[src/rtl/jt03_wr_seq.sv]
// rtl/jt03_wr_seq.sv - YM2203 register-write sequencer with request FIFO
//
// Queues {register, value} requests and replays each one on the jt03 CPU
// port as an address write (A0=0) then a data write (A0=1). It observes the
// chip's post-write wait times and can poll the status busy flag.
//
// Ports:
//   clk, rst           system clock, asynchronous active-high reset
//   cen                clock enable shared with jt03; the FSM moves only when it is high
//   wr_valid/wr_ready  request handshake; a push is accepted on any clk edge
//   wr_reg, wr_val     register number and value of the request
//   ym_din             jt03 dout (status), bit 7 = busy
//   ym_dout, ym_addr   jt03 din and A0 (registered)
//   ym_cs_n, ym_wr_n   jt03 strobes (registered, glitch free)
//   idle               FIFO empty and sequencer idle (registered)
//   timeout            sticky busy-poll timeout flag
module jt03_wr_seq #(
  parameter int DEPTH     = 4,
  parameter int WR_CYC    = 2,
  parameter int ADDR_WAIT = 8,
  parameter int DATA_WAIT = 32,
  parameter int POLL_BUSY = 1,
  parameter int BUSY_MAX  = 255
) (
  input  logic       clk,
  input  logic       rst,
  input  logic       cen,
  input  logic       wr_valid,
  output logic       wr_ready,
  input  logic [7:0] wr_reg,
  input  logic [7:0] wr_val,
  input  logic [7:0] ym_din,
  output logic [7:0] ym_dout,
  output logic       ym_addr,
  output logic       ym_cs_n,
  output logic       ym_wr_n,
  output logic       idle,
  output logic       timeout
);

  localparam int AW = $clog2(DEPTH);
  localparam int CW = 16;
  localparam logic [AW:0] PTR_ONE = (AW+1)'(1);
  localparam logic [AW:0] FULL    = (AW+1)'(DEPTH);

  typedef enum logic [2:0] {IDLE, A_WR, A_HOLD, D_WR, D_HOLD, BUSY} state_t;

  // Counter preload for an N-cycle state; N=0 behaves like N=1.
  function automatic logic [CW-1:0] load_val(input int n);
    if (n <= 1) return '0;
    return CW'(n - 1);
  endfunction

  logic [15:0]   mem [DEPTH];
  logic [AW:0]   wptr, rptr, count, count_n;
  logic [15:0]   head;
  logic          push, pop, empty;

  state_t        state, state_n;
  logic [CW-1:0] cnt, cnt_n;
  logic [7:0]    cur_reg, cur_val;
  logic          done, to_set;
  logic          strobe_n, addr_n;
  logic [7:0]    dout_n;
  logic          unused_din;

  assign unused_din = ^ym_din[6:0];

  assign empty    = (count == '0);
  assign wr_ready = (count != FULL);
  assign push     = wr_valid & wr_ready;
  assign head     = mem[rptr[AW-1:0]];

  always_ff @(posedge clk) begin
    if (push) mem[wptr[AW-1:0]] <= {wr_reg, wr_val};
  end

  always_comb begin
    state_n = state;
    cnt_n   = cnt;
    pop     = 1'b0;
    done    = 1'b0;
    to_set  = 1'b0;
    if (cen) begin
      case (state)
        IDLE: begin
          if (!empty) begin
            pop     = 1'b1;
            state_n = A_WR;
            cnt_n   = load_val(WR_CYC);
          end
        end
        A_WR: begin
          if (cnt == '0) begin
            state_n = A_HOLD;
            cnt_n   = load_val(ADDR_WAIT);
          end else cnt_n = cnt - 1'b1;
        end
        A_HOLD: begin
          if (cnt == '0) begin
            state_n = D_WR;
            cnt_n   = load_val(WR_CYC);
          end else cnt_n = cnt - 1'b1;
        end
        D_WR: begin
          if (cnt == '0) begin
            state_n = D_HOLD;
            cnt_n   = load_val(DATA_WAIT);
          end else cnt_n = cnt - 1'b1;
        end
        D_HOLD: begin
          if (cnt == '0) begin
            if (POLL_BUSY != 0) begin
              state_n = BUSY;
              cnt_n   = load_val(BUSY_MAX);
            end else done = 1'b1;
          end else cnt_n = cnt - 1'b1;
        end
        BUSY: begin
          if (!ym_din[7]) done = 1'b1;
          else if (cnt == '0) begin
            done   = 1'b1;
            to_set = 1'b1;
          end else cnt_n = cnt - 1'b1;
        end
        default: state_n = IDLE;
      endcase
      // Finishing a write chains straight into the next queued entry.
      if (done) begin
        if (!empty) begin
          pop     = 1'b1;
          state_n = A_WR;
          cnt_n   = load_val(WR_CYC);
        end else state_n = IDLE;
      end
    end
  end

  assign count_n = count + (push ? PTR_ONE : '0) - (pop ? PTR_ONE : '0);

  // Bus outputs are derived from the next state so they change on the same
  // edge the state does, straight out of flops.
  always_comb begin
    strobe_n = (state_n == A_WR) || (state_n == D_WR);
    addr_n   = (state_n == D_WR) || (state_n == D_HOLD);
    dout_n   = ym_dout;
    if (state_n == A_WR)      dout_n = pop ? head[15:8] : cur_reg;
    else if (state_n == D_WR) dout_n = cur_val;
  end

  always_ff @(posedge clk or posedge rst) begin
    if (rst) begin
      state   <= IDLE;
      cnt     <= '0;
      wptr    <= '0;
      rptr    <= '0;
      count   <= '0;
      cur_reg <= 8'h00;
      cur_val <= 8'h00;
      ym_dout <= 8'h00;
      ym_addr <= 1'b0;
      ym_cs_n <= 1'b1;
      ym_wr_n <= 1'b1;
      idle    <= 1'b1;
      timeout <= 1'b0;
    end else begin
      state <= state_n;
      cnt   <= cnt_n;
      count <= count_n;
      if (push) wptr <= wptr + PTR_ONE;
      if (pop) begin
        rptr    <= rptr + PTR_ONE;
        cur_reg <= head[15:8];
        cur_val <= head[7:0];
      end
      if (to_set) timeout <= 1'b1;
      ym_cs_n <= ~strobe_n;
      ym_wr_n <= ~strobe_n;
      ym_addr <= addr_n;
      ym_dout <= dout_n;
      idle    <= (state_n == IDLE) && (count_n == '0);
    end
  end

endmodule
[config.mk]
export PLATFORM = sky130hd
export DESIGN_NAME = jt03_wr_seq
export DESIGN_NICKNAME = d
export VERILOG_FILES = /design/src/rtl/jt03_wr_seq.sv
export SDC_FILE = /design/constraint.sdc
export NUM_CORES = 1
export LEC_CHECK = 0
export CAP_MARGIN = 40
export CORE_MARGIN = 1
export CORE_UTILIZATION = 55
export CTS_BUF_LIST = sky130_fd_sc_hd__clkbuf_4
export DETAILED_ROUTE_END_ITERATION = 10
export GPL_TIMING_DRIVEN = 0
export PLACE_DENSITY_LB_ADDON = 0.15
export SYNTH_ARGS = -nofsm -noshare
export SYNTH_HDL_FRONTEND = slang
export SYNTH_SLANG_ARGS = --single-unit
[constraint.sdc]
create_clock -name clk -period 4.2 [get_ports clk]
set_clock_uncertainty 0.05 [all_clocks]
set_input_delay 0.84 -clock clk [delete_from_list [all_inputs] [get_ports clk]]
set_output_delay 0.84 -clock clk [all_outputs]
set_load 0.02 [all_outputs]
==> impl_metrics.py, run 1 <==
metrics = {
    "timing": {
        "min_period_over_period_pct": 96.9,
        "fin_setup_tns_ns": 0,
        "tightest_slew_ns": 0.902,
        "setup_viol": 0,
        "slew_viol_final": 0,
        "hold_viol": 0,
        "fmax_ghz": 0.246,
        "slew_headroom_pct": 39.5,
        "rsz0062_at_grt": "no",
        "min_period_ns": 4.07,
    },
    "synth": {
        "synth-async-reset-ratio_pct": 45.8,
        "ys_types": 68,
        "yosys-top-cells-area": "edfxtp_1 34%, dfrtp_1 23%, mux4_2 6.4%, mux2_2 3.4%, a21oi_1 2.0%",
        "ys.flop_type": "edfxtp_1",
        "synth-seq-cells": 118,
        "syn_area_um2": 5630,
        "synth_edf_count": 64,
        "yosysMostFrequentCell": "edfxtp_1",
        "synth_fp_nets": 473,
        "avgSynthCellArea_um2": 12.9,
        "yosys_warnings": 0,
        "synth_common_cells": "64 x edfxtp_1, 52 x dfrtp_1, 28 x nand2_1",
        "synth_largest_area_cell": "edfxtp_1",
        "seq_area_frac_synth_pct": 58.2,
        "synth.top_cell.area_share_pct": 34.2,
        "synthCells": 435,
    },
    "pwr": {
        "seq_power_share_pct": 46.8,
        "p_leak_nw": 2.43,
        "p_int_w": 0.00246,
        "p_clk_share_pct": 23.8,
        "ir_drop_v": 0.000320,
        "p_per_area_nw_per_um2": 555,
        "total_power_w": 0.00363,
        "pwr-share-comb_pct": 29.3,
        "sw_frac_of_total_pct": 32.2,
        "switching_power_w": 0.00117,
    },
    "worst_setup_path": {
        "crit_path_end_kind": "register",
        "cp_data_arrival_time_ns": 4.46,
        "cp-startpoint": "cnt[0]",
        "reg2reg_depth": 15,
        "path_max_fanout": 10,
        "r2r_end": "idle",
        "critical_path.top_delay_family": "simple AND/OR/NAND/NOR gates",
        "cpMaxStageDelayCell": "or4b_4",
        "criticalPathCategory": "reg -> reg",
        "critPathBufInv": 4,
        "r2r_setup_slack_ns": 0.13,
        "max_stage_delay_ns": 0.51,
        "crit_end": "idle",
        "critical_path_depth": 15,
        "cp_cell_sequence": "inv_1 > ha_2 > or4b_4 > nor4_4 > inv_2 > o21ai_4 > buf_4 > ha_1 > inv_1 > ha_1 > fa_1 > xor2_1 > xnor2_1 > or4_1 > nor3_2",
        "start_kind": "register",
        "reg2reg_from": "cnt[0]",
        "cp_data_required_time_ns": 4.59,
    },
    "clocking": {
        "clk_path_buf_depth": 2,
        "cts_buffers": 17,
        "hold_buffers": 0,
        "clk_pin_slew_worst_paths_ns": 0.12,
        "clk_latency_ns": 0.52,
        "cts_tree": "yes",
        "clock-sinks": 118,
        "root_buffer": "clkbuf_4",
        "h-tree-depth": 4,
    },
    "floorplan": {
        "die_y_um": 103,
        "die_x_um": 103,
        "ioPinCount": 42,
        "rows": 36,
        "initial_core_util_pct": 57.0,
        "die_area_um2": 10600,
        "coreArea_um2": 9860,
    },
    "route": {
        "drt_wl_total_um": 12100,
        "ant_nets": 0,
        "vias": 3833,
        "drc": 0,
        "wire_per_inst_um": 18.8,
        "drtIter0Drc": 237,
        "vias_per_cell": 5.96,
        "drt-pass1-iter-count": 4,
    },
    "final_layout": {
        "drive_above_1_share_pct": 22.0,
        "largest_register_ffs": 64,
        "syn_to_final_growth_pct": 16.3,
        "fillers": 735,
        "fin_nets": 535,
        "diodes": 0,
    },
    "hold_path": {
        "hold_path.class": "reg -> reg",
        "hold_depth": 1,
    },
    "place": {
        "gp_congestion": 0.934,
        "place_hpwl_um": 8500,
        "io_buffers": 34,
    },
    "global_route": {
        "gr-total-overflow": 0,
        "grt_max_degree": 41,
        "track_usage_pct": 25.1,
        "antenna_found_initial": 0,
        "grt_pass1_vias": 3775,
        "grt_pass1_wl_um": 19300,
    },
    "run_status": {
        "status": "finished clean",
    },
    "flow_run": {
        "cap_violations": 0,
    },
}
## per-layer routing
metal | wire length (um) | vias to the layer above | share of wire, % | global-route usage, %
li1 | - | 1794 | - | -
met2 | 6010 | 129 | 50 | 41.5
met4 | 144 | 0 | 1.2 | 7.26
met5 | 0 | - | 0 | 0
met3 | 656 | 16 | 5.4 | 5.90
met1 | 5250 | 1894 | 44 | 33.4
## layout make-up
type / instances / area, um2 / area share (%)
Timing Repair Buffer: 43 / 443 / 6.77
Clock inverter: 15 / 175 / 2.68
Tap cell: 133 / 166 / 2.54
Buffer: 25 / 106 / 1.63
Sequential cell: 118 / 3280 / 50.1
Multi-Input combinational cell: 275 / 2180 / 33.4
Inverter: 17 / 63.8 / 0.976
Clock buffer: 17 / 128 / 1.95
## cell usage in the layout, fill, tap and decap left out, types with 16 or more instances in the layout
cell              n
mux2_2           17
nand2_1          28
clkdlybuf4s50_1  34
o21ai_0          17
clkbuf_4         17
a21oi_1          23
mux4_2           16
edfxtp_1         64
dfrtp_1          51
nor2_1           22
clkbuf_1         16
## worst min-delay path by stage
stage	startpoint	to
2_1_floorplan	cur_reg[6]	cur_reg[6]
3_3_place_gp	timeout	timeout
3_5_place_dp	timeout	timeout
4_1_cts	timeout	timeout
5_1_grt	timeout	timeout
6_report	timeout	timeout
## per-stage QoR
step | cells | cell area (um2) | util (%) | setup WS (ns) | hold WS, ns
floorplan | 435 | 5630 | - | 0.181 | 0.416
global route | 643 | 6540 | 66.3 | 0.00598 | 0.465
global placement | 602 | 6130 | 62.2 | -0.485 | 0.421
detailed placement | 606 | 6200 | 62.8 | -0.505 | 0.425
finish | 643 | 6540 | 66.3 | 0.131 | 0.444
CTS | 641 | 6520 | 66.1 | 0.0667 | 0.453
## timing repair
action	CTS	global route
buffers inserted	3	2
setup endpoints to repair	1	1
pin swaps	2	1
cloned	0	0
gates resized for setup	1	1
## logic make-up after synthesis
| logic type | after synthesis | synth area share [%] |
|---|---|---|
| AOI/OAI and AO/OA | 98 | 12.8 |
| xor gates and xnor gates | 6 | 0.934 |
| adders and majority gates | 11 | 2.54 |
| buffers and inverters | 42 | 3.02 |
| DFF | 118 | 58.2 |
| muxes | 34 | 9.99 |
| and+or+nand+nor | 126 | 12.5 |
## power groups by stage
stage,clock [W],sequential [W],combinational (W)
6_report,0.000865,0.00170,0.00107
5_1_grt,0.000933,0.00173,0.00116
4_1_cts,0.000886,0.00170,0.00107
3_5_place_dp,0,0.00172,0.00106
3_3_place_gp,0,0.00171,0.00100
2_1_floorplan,0,0.00170,0.000719
## worst register-to-register path, delay by kind of cell (launching register included)
family | cells | cell delay, ns
buffers and inverters | 4 | 0.51
AND/OR/NAND/NOR | 4 | 1.52
flip-flops | 1 | 0.47
AO/OA/AOI/OAI | 1 | 0.15
adder cells (fa/ha/maj) | 4 | 0.97
XOR/XNOR | 2 | 0.32
Note: power is estimated with default switching activity, not from simulation.
==> inputs of run 2 (changes only) <==
Settings changed: CORE_ASPECT_RATIO set to 1.1.
==> impl_metrics.py, run 2 (synthesis gave the netlist of run 1 again) <==
metrics = {
    "worst_setup_path": {
        "crit_end": "idle",
        "max_stage_delay_ns": 0.53,
        "cpMaxStageDelayCell": "or4b_4",
        "reg2reg_from": "cnt[0]",
        "r2r_end": "idle",
        "cp_common_cell": "ha_1",
        "criticalPathCategory": "reg -> reg",
        "path_max_fanout": 10,
        "r2r_setup_slack_ns": 0.28,
        "cp-startpoint": "cnt[0]",
        "start_kind": "register",
        "critPathBufInv": 4,
        "cp_data_arrival_time_ns": 4.29,
        "critical_path.top_delay_family": "simple AND/OR/NAND/NOR gates",
        "cp_data_required_time_ns": 4.57,
        "cp_cell_sequence": "inv_1 > ha_1 > or4b_4 > nor4_4 > inv_2 > o21ai_4 > buf_6 > ha_1 > inv_1 > ha_1 > fa_1 > xor2_1 > xnor2_1 > or4_1 > nor3_2",
        "crit_path_end_kind": "register",
        "reg2reg_depth": 15,
        "critical_path_depth": 15,
    },
    "timing": {
        "min_period_over_period_pct": 93.4,
        "slew_headroom_pct": 38.9,
        "tightest_slew_ns": 0.911,
        "fmax_ghz": 0.255,
        "rsz0062_at_grt": "no",
        "whs_ns": 0.470,
        "setup_viol": 0,
        "hold_viol": 0,
        "min_period_ns": 3.92,
        "slew_viol_final": 0,
    },
    "place": {
        "place_hpwl_um": 8560,
        "gp_congestion": 0.905,
        "io_buffers": 34,
    },
    "global_route": {
        "gr-total-overflow": 0,
        "track_usage_pct": 25.3,
        "grt_pass1_wl_um": 20000,
        "antenna_found_initial": 0,
        "grt_max_degree": 40,
        "grt_pass1_vias": 3975,
    },
    "floorplan": {
        "initial_core_util_pct": 56.9,
        "rows": 38,
        "die_y_um": 108,
        "die_area_um2": 10600,
        "coreArea_um2": 9890,
        "ioPinCount": 42,
        "die_x_um": 98.4,
    },
    "final_layout": {
        "most-common-layout-cells": "64 x edfxtp_1, 51 x dfrtp_1, 34 x clkdlybuf4s50_1, 28 x nand2_1, 23 x a21oi_1",
        "diodes": 0,
        "drive_above_1_share_pct": 21.6,
        "fin_nets": 534,
        "largest_register_ffs": 64,
        "final_common_cell": "edfxtp_1",
        "fillers": 744,
        "syn_to_final_growth_pct": 15.5,
    },
    "clocking": {
        "clk_path_buf_depth": 2,
        "root_buffer": "clkbuf_4",
        "clock-sinks": 118,
        "cts_buffers": 17,
        "clk_pin_slew_worst_paths_ns": 0.12,
        "clk_latency_ns": 0.49,
        "h-tree-depth": 4,
        "cts_tree": "yes",
    },
    "hold_path": {
        "hold_depth": 1,
        "hold_path.class": "reg -> reg",
    },
    "route": {
        "drt_wl_total_um": 12300,
        "vias_per_cell": 6.15,
        "wire_per_inst_um": 19.6,
        "drtIter0Drc": 239,
        "drc": 0,
        "vias": 3866,
        "drt-pass1-iter-count": 7,
        "ant_nets": 0,
    },
    "pwr": {
        "p_leak_nw": 2.42,
        "p_per_area_nw_per_um2": 548,
        "ir_drop_v": 0.000343,
        "total_power_w": 0.00356,
    },
    "flow_run": {
        "cap_violations": 0,
    },
    "run_status": {
        "status": "finished clean",
    },
}
==> run 2: cell types whose count changed in the layout (fill, tap and decap cells not counted), sizes merged <==
| cell | previous run | this run |
|---|---|---|
| bufinv | 3 | 1 |
| buf | 16 | 15 |
| clkinvlp | 4 | 3 |
| clkinv | 4 | 2 |
| clkbuf | 35 | 36 |
| inv | 21 | 25 |
==> run 2: worst min path at each step <==
stage | from | to | slack [ns]
5_1_grt | cur_reg[5] | cur_reg[5] | 0.48
3_3_place_gp | cur_reg[5] | cur_reg[5] | 0.44
3_5_place_dp | cur_reg[4] | cur_reg[4] | 0.44
4_1_cts | cur_reg[7] | cur_reg[7] | 0.47
2_1_floorplan | cur_reg[6] | cur_reg[6] | 0.42
6_report | cur_reg[7] | cur_reg[7] | 0.47
==> run 2: per-stage QoR <==
stage	worst slack, ns	instance area, um2	setup TNS, ns	util (%)	instances
2_1_floorplan	0.181	5630	0	-	435
3_3_place_gp	-0.425	6120	-0.425	61.8	589
3_5_place_dp	-0.394	6200	-0.394	62.7	594
4_1_cts	0.113	6480	0	65.6	628
5_1_grt	0.0698	6500	0	65.7	629
6_report	0.276	6500	0	65.7	629
==> run 2: report_power, final <==
group / total, W / leakage (nW) / internal [W] / switching (W)
Clock: 0.000789 / 0.143 / 0.000317 / 0.000472
Combinational: 0.00107 / 1.01 / 0.000518 / 0.000551
Sequential: 0.00171 / 1.26 / 0.00153 / 0.000178
Total: 0.00356 / 2.42 / 0.00236 / 0.00120
==> run 2: timing repair <==
action | 4_1_cts | 5_1_grt
resized for setup | 0 | 2
setup buffers | 2 | 1
pin swaps | 2 | 1
setup endpoints to repair | 1 | 1
hold buffers | 0 | 0
==> run 2: cell type report <==
type / count / area [um2] / share of cell area (%)
buffer: 25 / 110 / 1.69
tap: 120 / 150 / 2.31
timing repair buffer: 42 / 443 / 6.82
inverter: 17 / 63.8 / 0.982
clock inverter: 14 / 139 / 2.14
sequential: 118 / 3280 / 50.4
multi-input combinational: 275 / 2180 / 33.5
clock buffer: 18 / 135 / 2.08
==> run 2: routing by layer <==
| metal | wire, um | track usage (%) | vias up |
|---|---|---|---|
| li1 | - | - | 1795 |
| met1 | 4980 | 30.3 | 1875 |
| met2 | 6120 | 42.3 | 161 |
| met3 | 640 | 5.88 | 35 |
| met4 | 556 | 14.7 | 0 |
| met5 | 0 | 0 | - |
